**config.mk**
```make
export PLATFORM = sky130hd
export DESIGN_NAME = adder_pipelined_flat
export DESIGN_NICKNAME = d
export VERILOG_FILES = /design/src/rtl/adder_pipelined_if.sv /design/src/rtl/adder_pipelined.sv /design/src/flat_wrapper.sv
export SDC_FILE = /design/constraint.sdc
export NUM_CORES = 1
export LEC_CHECK = 0
export BUFFER_PORTS_ARGS = -buffer_cell sky130_fd_sc_hd__buf_2
export CAP_MARGIN = 25
export CORE_MARGIN = 4
export CORE_UTILIZATION = 30
export DETAILED_ROUTE_END_ITERATION = 10
export GPL_TIMING_DRIVEN = 0
export HOLD_SLACK_MARGIN = 0.06
export PLACE_DENSITY = 0.53
export SLEW_MARGIN = 10
export SYNTH_ARGS = -nofsm -noshare
export SYNTH_HDL_FRONTEND = slang
export SYNTH_SLANG_ARGS = --single-unit
```
**constraint.sdc**
```tcl
create_clock -name clk -period 3.6 [get_ports clk]
set_clock_uncertainty 0.05 [all_clocks]
set_input_delay 0.72 -clock clk [delete_from_list [all_inputs] [get_ports clk]]
set_output_delay 0.72 -clock clk [all_outputs]
set_load 0.01 [all_outputs]
```
**src/rtl/adder_pipelined_if.sv**
```systemverilog
// -----------------------------------------------------------------------------
// adder_pipelined_if
//
// Operand/result bundle for adder_pipelined.
//
// Signals
//   in_valid  : a, b and sub carry an operation this cycle
//   sub       : 0 = a+b, 1 = a-b
//   a, b      : ADDER_WIDTH-bit operands (unsigned or two's complement)
//   out_valid : sum carries a result
//   sum       : ADDER_WIDTH+1-bit result, top bit is the carry-out
//
// Modports
//   master : operation source / result sink (drives a, b, sub, in_valid)
//   slave  : the adder itself (drives sum, out_valid)
// -----------------------------------------------------------------------------
interface adder_pipelined_if #(
    parameter int ADDER_WIDTH = 92
);
    logic                   in_valid;
    logic                   sub;
    logic [ADDER_WIDTH-1:0] a;
    logic [ADDER_WIDTH-1:0] b;
    logic                   out_valid;
    logic [ADDER_WIDTH:0]   sum;

    modport master (
        output in_valid,
        output sub,
        output a,
        output b,
        input  out_valid,
        input  sum
    );

    modport slave (
        input  in_valid,
        input  sub,
        input  a,
        input  b,
        output out_valid,
        output sum
    );
endinterface

```
**src/rtl/adder_pipelined.sv**
```systemverilog
// -----------------------------------------------------------------------------
// adder_pipelined
//
// Fully pipelined ripple-segment adder/subtractor. The W-bit carry chain is
// split into STAGES registered segments of SEG = ceil(W/STAGES) bits; the top
// segment takes whatever remains. One operation is accepted per enabled cycle
// and the result appears STAGES+1 enabled edges after it was sampled.
//
// Subtraction is a + ~b + 1: b is inverted at capture and the carry-in of the
// bottom segment is the sub bit, so sum[W] is the inverted borrow (1 iff
// a >= b unsigned).
//
// Ports
//   clk   : rising-edge clock
//   reset : synchronous active-high reset; clears all data, carry and valid
//           registers and overrides ce
//   ce    : clock enable; while low every register (outputs included) holds
//   bus   : adder_pipelined_if.slave (in_valid, sub, a, b -> out_valid, sum)
// -----------------------------------------------------------------------------
module adder_pipelined #(
    parameter int ADDER_WIDTH = 92,
    parameter int STAGES      = 4
) (
    input  logic             clk,
    input  logic             reset,
    input  logic             ce,
    adder_pipelined_if.slave bus
);
    localparam int W    = ADDER_WIDTH;
    localparam int S    = STAGES;
    localparam int SEG  = (W + S - 1) / S;
    localparam int LAST = W - (S - 1) * SEG;

    if (W < 1 || S < 1 || S > W || LAST < 1) begin : g_bad_params
        $error("adder_pipelined: illegal ADDER_WIDTH/STAGES combination");
    end

    // r_q[k] holds the already computed low k segments of the result in its
    // low bits and the not-yet-consumed segments of operand a above them, so
    // one vector per stage carries both the partial result and the pending
    // operand. b_q[k] carries (possibly inverted) operand b; stage S needs
    // no copy of b, so its array stops at S-1.
    logic [W-1:0] r_q   [0:S];
    logic [W-1:0] r_d   [0:S];
    logic [W-1:0] b_q   [0:S-1];
    logic [W-1:0] b_d   [0:S-1];
    logic         c_q   [0:S];
    logic         c_d   [0:S];
    logic         vld_q [0:S];
    logic         vld_d [0:S];

    // ---- register stage 0: operand capture ----
    // Data loads every enabled cycle; in_valid only travels alongside.
    assign r_d[0]   = bus.a;
    assign b_d[0]   = bus.sub ? ~bus.b : bus.b;
    assign c_d[0]   = bus.sub;
    assign vld_d[0] = bus.in_valid;

    // ---- register stages 1..S: one segment add per stage ----
    for (genvar k = 1; k <= S; k++) begin : g_seg
        localparam int LO = (k - 1) * SEG;
        localparam int SW = (k == S) ? LAST : SEG;

        logic [SW:0]  seg_sum;
        logic [W-1:0] nxt;

        // The only combinational path of the stage: an SW-bit add plus the
        // carry registered by the previous stage.
        assign seg_sum = {1'b0, r_q[k-1][LO +: SW]}
                       + {1'b0, b_q[k-1][LO +: SW]}
                       + {{SW{1'b0}}, c_q[k-1]};

        // Low results and pending high a segments are delayed unchanged;
        // only this stage's segment is replaced by its sum.
        always_comb begin
            nxt           = r_q[k-1];
            nxt[LO +: SW] = seg_sum[SW-1:0];
        end

        assign r_d[k]   = nxt;
        assign c_d[k]   = seg_sum[SW];
        assign vld_d[k] = vld_q[k-1];

        if (k < S) begin : g_pass_b
            assign b_d[k] = b_q[k-1];
        end
    end

    always_ff @(posedge clk) begin
        if (reset) begin
            r_q   <= '{default: '0};
            b_q   <= '{default: '0};
            c_q   <= '{default: 1'b0};
            vld_q <= '{default: 1'b0};
        end else if (ce) begin
            r_q   <= r_d;
            b_q   <= b_d;
            c_q   <= c_d;
            vld_q <= vld_d;
        end
    end

    // ---- output: stage S ----
    assign bus.sum       = {c_q[S], r_q[S]};
    assign bus.out_valid = vld_q[S];

endmodule

```
**src/flat_wrapper.sv**
```systemverilog
// flat-port wrapper written by rule: the top's interface ports become plain ports
module adder_pipelined_flat 
#(
    parameter int ADDER_WIDTH = 92,
    parameter int STAGES      = 4
)
  (clk, reset, ce, bus_in_valid, bus_sub, bus_a, bus_b, bus_out_valid, bus_sum);
  adder_pipelined_if #(.ADDER_WIDTH(ADDER_WIDTH)) bus_i ();
  input  logic clk;
  input  logic reset;
  input  logic ce;
  input wire logic [$bits(bus_i.in_valid)-1:0] bus_in_valid;
  input wire logic [$bits(bus_i.sub)-1:0] bus_sub;
  input wire logic [$bits(bus_i.a)-1:0] bus_a;
  input wire logic [$bits(bus_i.b)-1:0] bus_b;
  output wire logic [$bits(bus_i.out_valid)-1:0] bus_out_valid;
  output wire logic [$bits(bus_i.sum)-1:0] bus_sum;
  assign bus_i.in_valid = bus_in_valid;
  assign bus_i.sub = bus_sub;
  assign bus_i.a = bus_a;
  assign bus_i.b = bus_b;
  assign bus_out_valid = bus_i.out_valid;
  assign bus_sum = bus_i.sum;
  adder_pipelined #(.ADDER_WIDTH(ADDER_WIDTH), .STAGES(STAGES)) u_core (.clk(clk), .reset(reset), .ce(ce), .bus(bus_i));
endmodule
```
# After elaboration in Yosys (flattened, before gate mapping)
# Index checks and enable logic that the tools add are counted.
# Widths: inputs -> output; s select.
[totals] reg_bits=838 in_bits=189 output_inout_bits=94 elab_cells=29
[op_classes] add_sub_neg=8 n_mux=1 bitwise_logic=1
[ops] op="$add 23x23->24" n=4
[ops] op="$add 24x1->24" n=4
[ops] op="$mux 92" n=1
[ops] op="$not 92->92" n=1

# Depth between registers and ports, before layout
[logic_depth] word_depth=2 mapped_depth=9

# Least setup slack after synthesis
# Ideal clock, no wire load.
[synth_path] path_type="flip-flop to flip-flop" from="reg u_core.c_q[4] in the netlist's numbering" to="reg u_core.r_q, in the netlist u_core.g_seg[2].nxt[20]" setup_time_ps=128 arrival_time_ps=2677 slack_ps=745 stages_incl_launch_ff=10 synth_period_minus_slack_ps=2855 path_cell_list="dfxtp_1 > fa_1 > fa_1 > a211oi_1 > o21ai_0 > and2_1 > a221o_1 > a311oi_1 > xor2_1 > o21ai_0"
[synth_between] elab_chain_cells=1
[synth_rtl] element="start, declared" line="adder_pipelined.sv:47" source="logic c_q [0:S];"
[synth_rtl] element="start signal, assigned" line="adder_pipelined.sv:93" source="c_q <= '{default: 1'b0};"
[synth_rtl] element="start signal, assigned" line="adder_pipelined.sv:98" source="c_q <= c_d;"
[synth_rtl] element="$add 24x1->24" line="adder_pipelined.sv:71" source="+ {{SW{1'b0}}, c_q[k-1]};"
[synth_rtl] element="end signal, assigned" line="adder_pipelined.sv:96" source="r_q <= r_d;"
[synth_rtl] element="end, declared" line="adder_pipelined.sv:43" source="logic [W-1:0] r_q [0:S];"
# Every way passes these cells.
# A chain may end at the register's enable or synchronous reset.

# Worst setup path after layout
# Ends and elaborated chain as after synthesis.

==> metrics.txt <==
Layout Nets between 3000 and 4000; Post-Place Cells between 4000 and 5000; Seq/Total Area, Yosys 46.90%; Max-slew headroom between 20% and 30%; leak pwr around 16 nW; share of cells above drive strength 1 15.70%; routed vias around 22000; initial core utilization 30.32%; CP Capture Type flop; largest net degree at the start of global routing 15; H-tree Lvls 3; Cell Area, Synth approximately 30000 µm²; initial detailed-routing violation count 1344; Ports 283; PD cells just over 500 nW/µm²; CTS sink count 700; Post-synth ARST share 0%; fin crit share 92.30%; slowest CP cell fa_1; IO buf count about 280; minimum clock period around 3.3 ns; Post-synth top flop dfxtp_1; initial antenna violation count 10; Chip Height about 320 µm; DP HPWL approximately 70000 µm; Req. time, crit path around 4 ns; # Post-CTS Setup Buffers 0; crit path DAT ~3.7 ns; CTS Buf Count between 70 and 80; critical-path cell list fa_1 -> fa_1 -> a211oi_1 -> o21ai_0 -> and2_1 -> a221o_1 -> a311oi_1 -> xor2_1 -> o21ai_0; status completed; grt ovf 0; clk_lat worst skew approximately 0.62 ns; Peak VDD IR 256.1 µV; highest net fanout along the worst path 4; Startpoint Class flop; min-delay worst type in2reg; First-pass DRT Iterations 5; first-pass GRT wire length between 100000 and 150000 µm; die width 323.6 µm; Post-synth EDFFs 0; synth unique cells 70; worst slew pin tran 1.115 ns; antenna-violating nets left 0; drt drc 0; # hold bufs at CTS 0; slowest stage delay, CP around 0.50 ns; std cell rows roughly 120; final hold slack between 0.2 and 0.3 ns; DR vias/cell roughly 4.7; vias in the first global route 21740; Seq cells post-synth 700; Synth-to-Final Area Change 19.67%; Root Buffer clkbuf_16; fin. max-slew vios 0; Synth Instances approximately 3100; buffer and inverter count on the worst path 0; final setup violating endpoints 0; Post-Syn Area per Cell 9.705 µm²; Clock Path Buffers 3; FMAX 301.0 MHz; Avg WL per Cell 18.89 µm; RR Startpoint u_core.c_q[4]; GRT Overall Usage 17.00%; hold wc startpoint bus_a[91]; Setup Crit Path Kind reg2reg; YS warnings 0; DRT Wirelength 90760 µm; Post-Layout Cell Count roughly 4800; Max-cap violations 0; CP startpoint u_core.c_q[4]; Post-CTS Resized 0; die area ~100000 µm²; Synthesized Nets 3364; RSZ-0062 raised after global routing no; Reg clk slew, reported paths approximately 0.06 ns; Hold Fails Final Rpt 0; family with the most delay on the worst path compound AO/OA/AOI/OAI gates; Core Area ~99000 µm²; CTS tree done; Placer Congestion approximately 0.85
final cells by class:
type | instances | area [µm²]
Multi-Input combinational cell | 2077 | 14380
Timing Repair Buffer | 292 | 1605
Clock buffer | 107 | 2221
Fill cell | 10040 | 62800
Tap cell | 1287 | 1610
Clock inverter | 38 | 424.2
Buffer | 286 | 1439
Antenna cell | 2 | 5.005
Inverter | 16 | 60.06
Sequential cell | 700 | 14010
where the power goes:
group,total (mW),internal [mW],switching [mW]
Clock,8.12,4.79,3.33
Combinational,1.62,0.670,0.955
Sequential,8.26,8.06,0.201
Total,18.0,13.5,4.48
synth_stat cells, types with 7 or more instances:
| cell type | n | area, µm² |
|---|---|---|
| clkbuf_1 | 134 | 503.0 |
| buf_1 | 54 | 202.7 |
| o21a_1 | 7 | 52.55 |
| dfxtp_1 | 700 | 14010 |
| ha_1 | 88 | 1101 |
| xor2_1 | 28 | 245.2 |
| nor3_1 | 18 | 90.09 |
| a31oi_1 | 16 | 100.1 |
| a21oi_1 | 67 | 335.3 |
| xnor2_1 | 130 | 1139 |
| nand3_1 | 19 | 95.09 |
| and2_1 | 8 | 50.05 |
| buf_4 | 93 | 698.2 |
| a211o_1 | 7 | 61.31 |
| a21o_1 | 35 | 262.8 |
| o211ai_1 | 9 | 67.56 |
| fa_1 | 8 | 160.2 |
| mux2i_1 | 543 | 5435 |
| nand2_1 | 87 | 326.6 |
| o21ai_0 | 71 | 355.3 |
| inv_1 | 16 | 60.06 |
| nor2_1 | 692 | 2597 |
| o21bai_1 | 10 | 75.07 |
| a211oi_1 | 119 | 893.4 |
| nand4_1 | 11 | 68.82 |
routing by layer:
metal	routed length (µm)	share of wire, %	GRT usage, %
met5	27	0.030	0
met4	2206	2.4	4.645
met3	3788	4.2	2.571
met2	40630	45	27.37
met1	44100	49	23.77
logic make-up (layout without fill, tap and decap cells):
kind of cell / count (synthesis) / after routing / share of synthesized area, %
AO/OA/AOI/OAI: 406 / 406 / 9.375
XOR/XNOR: 158 / 158 / 4.631
adder cells (fa/ha/maj): 96 / 96 / 4.221
buffers and inverters: 302 / 739 / 4.983
flip-flops: 700 / 700 / 46.90
multiplexers: 544 / 544 / 18.23
other: 0 / 2 / 0
AND/OR/NAND/NOR: 873 / 873 / 11.67
tightest hold or removal path, delay by kind of cell:
kind | cells | cell delay [ns]
simple gates | 1 | 0.07
buf+inv | 1 | 0.07
mux | 1 | 0.05
worst paths after layout:
check | endpoint | slack (ns) | depth (start not counted)
max | u_core.g_seg[2].nxt[20] | 0.28 | 9
max reg2reg | u_core.g_seg[2].nxt[20] | 0.28 | 9
min reg2reg | u_core.g_seg[2].nxt[16] | 0.40 | 2
min | u_core.g_seg[1].nxt[91] | 0.29 | 3
cells in the final DEF, fill, tap and decap left out, types with 18 or more instances in the layout:
cell       count
buf_2        284
a21o_1        35
o21ai_0       71
nand2_1       87
clkinv_2      18
nand3_1       19
ha_1          88
xor2_1        28
nor2_1       691
mux2i_1      543
clkbuf_16     78
buf_4         93
buf_1         54
a211oi_1     119
a21oi_1       67
clkbuf_1     139
xnor2_1      130
nor3_1        18
dfxtp_1      700
sequential cells by signal (all words and copies together), names as in the netlist:
signal,count
u_core.b_d,207
u_core.g_seg.nxt,276
u_core.bus.sum,93
u_core.r_q,92
u_core.b_q,23
u_core.c_q,4
u_core.bus.out_valid,1
u_core.vld_d,4
metrics by stage:
step	util [%]	cell area (µm²)	setup TNS [ns]	total power [mW]	worst slack (ns)
final	36.28	35760	0	18.00	0.2773
after global routing	36.28	35750	0	18.72	0.06780
after CTS	36.26	35740	0	18.25	0.2347
after detailed placement	33.58	33090	0	10.07	0.06693
after global placement	33.37	32890	-65.61	10.04	-0.5821
after floorplan	-	29880	0	9.432	0.7449
No activity file was read; power rests on OpenSTA's default activity.
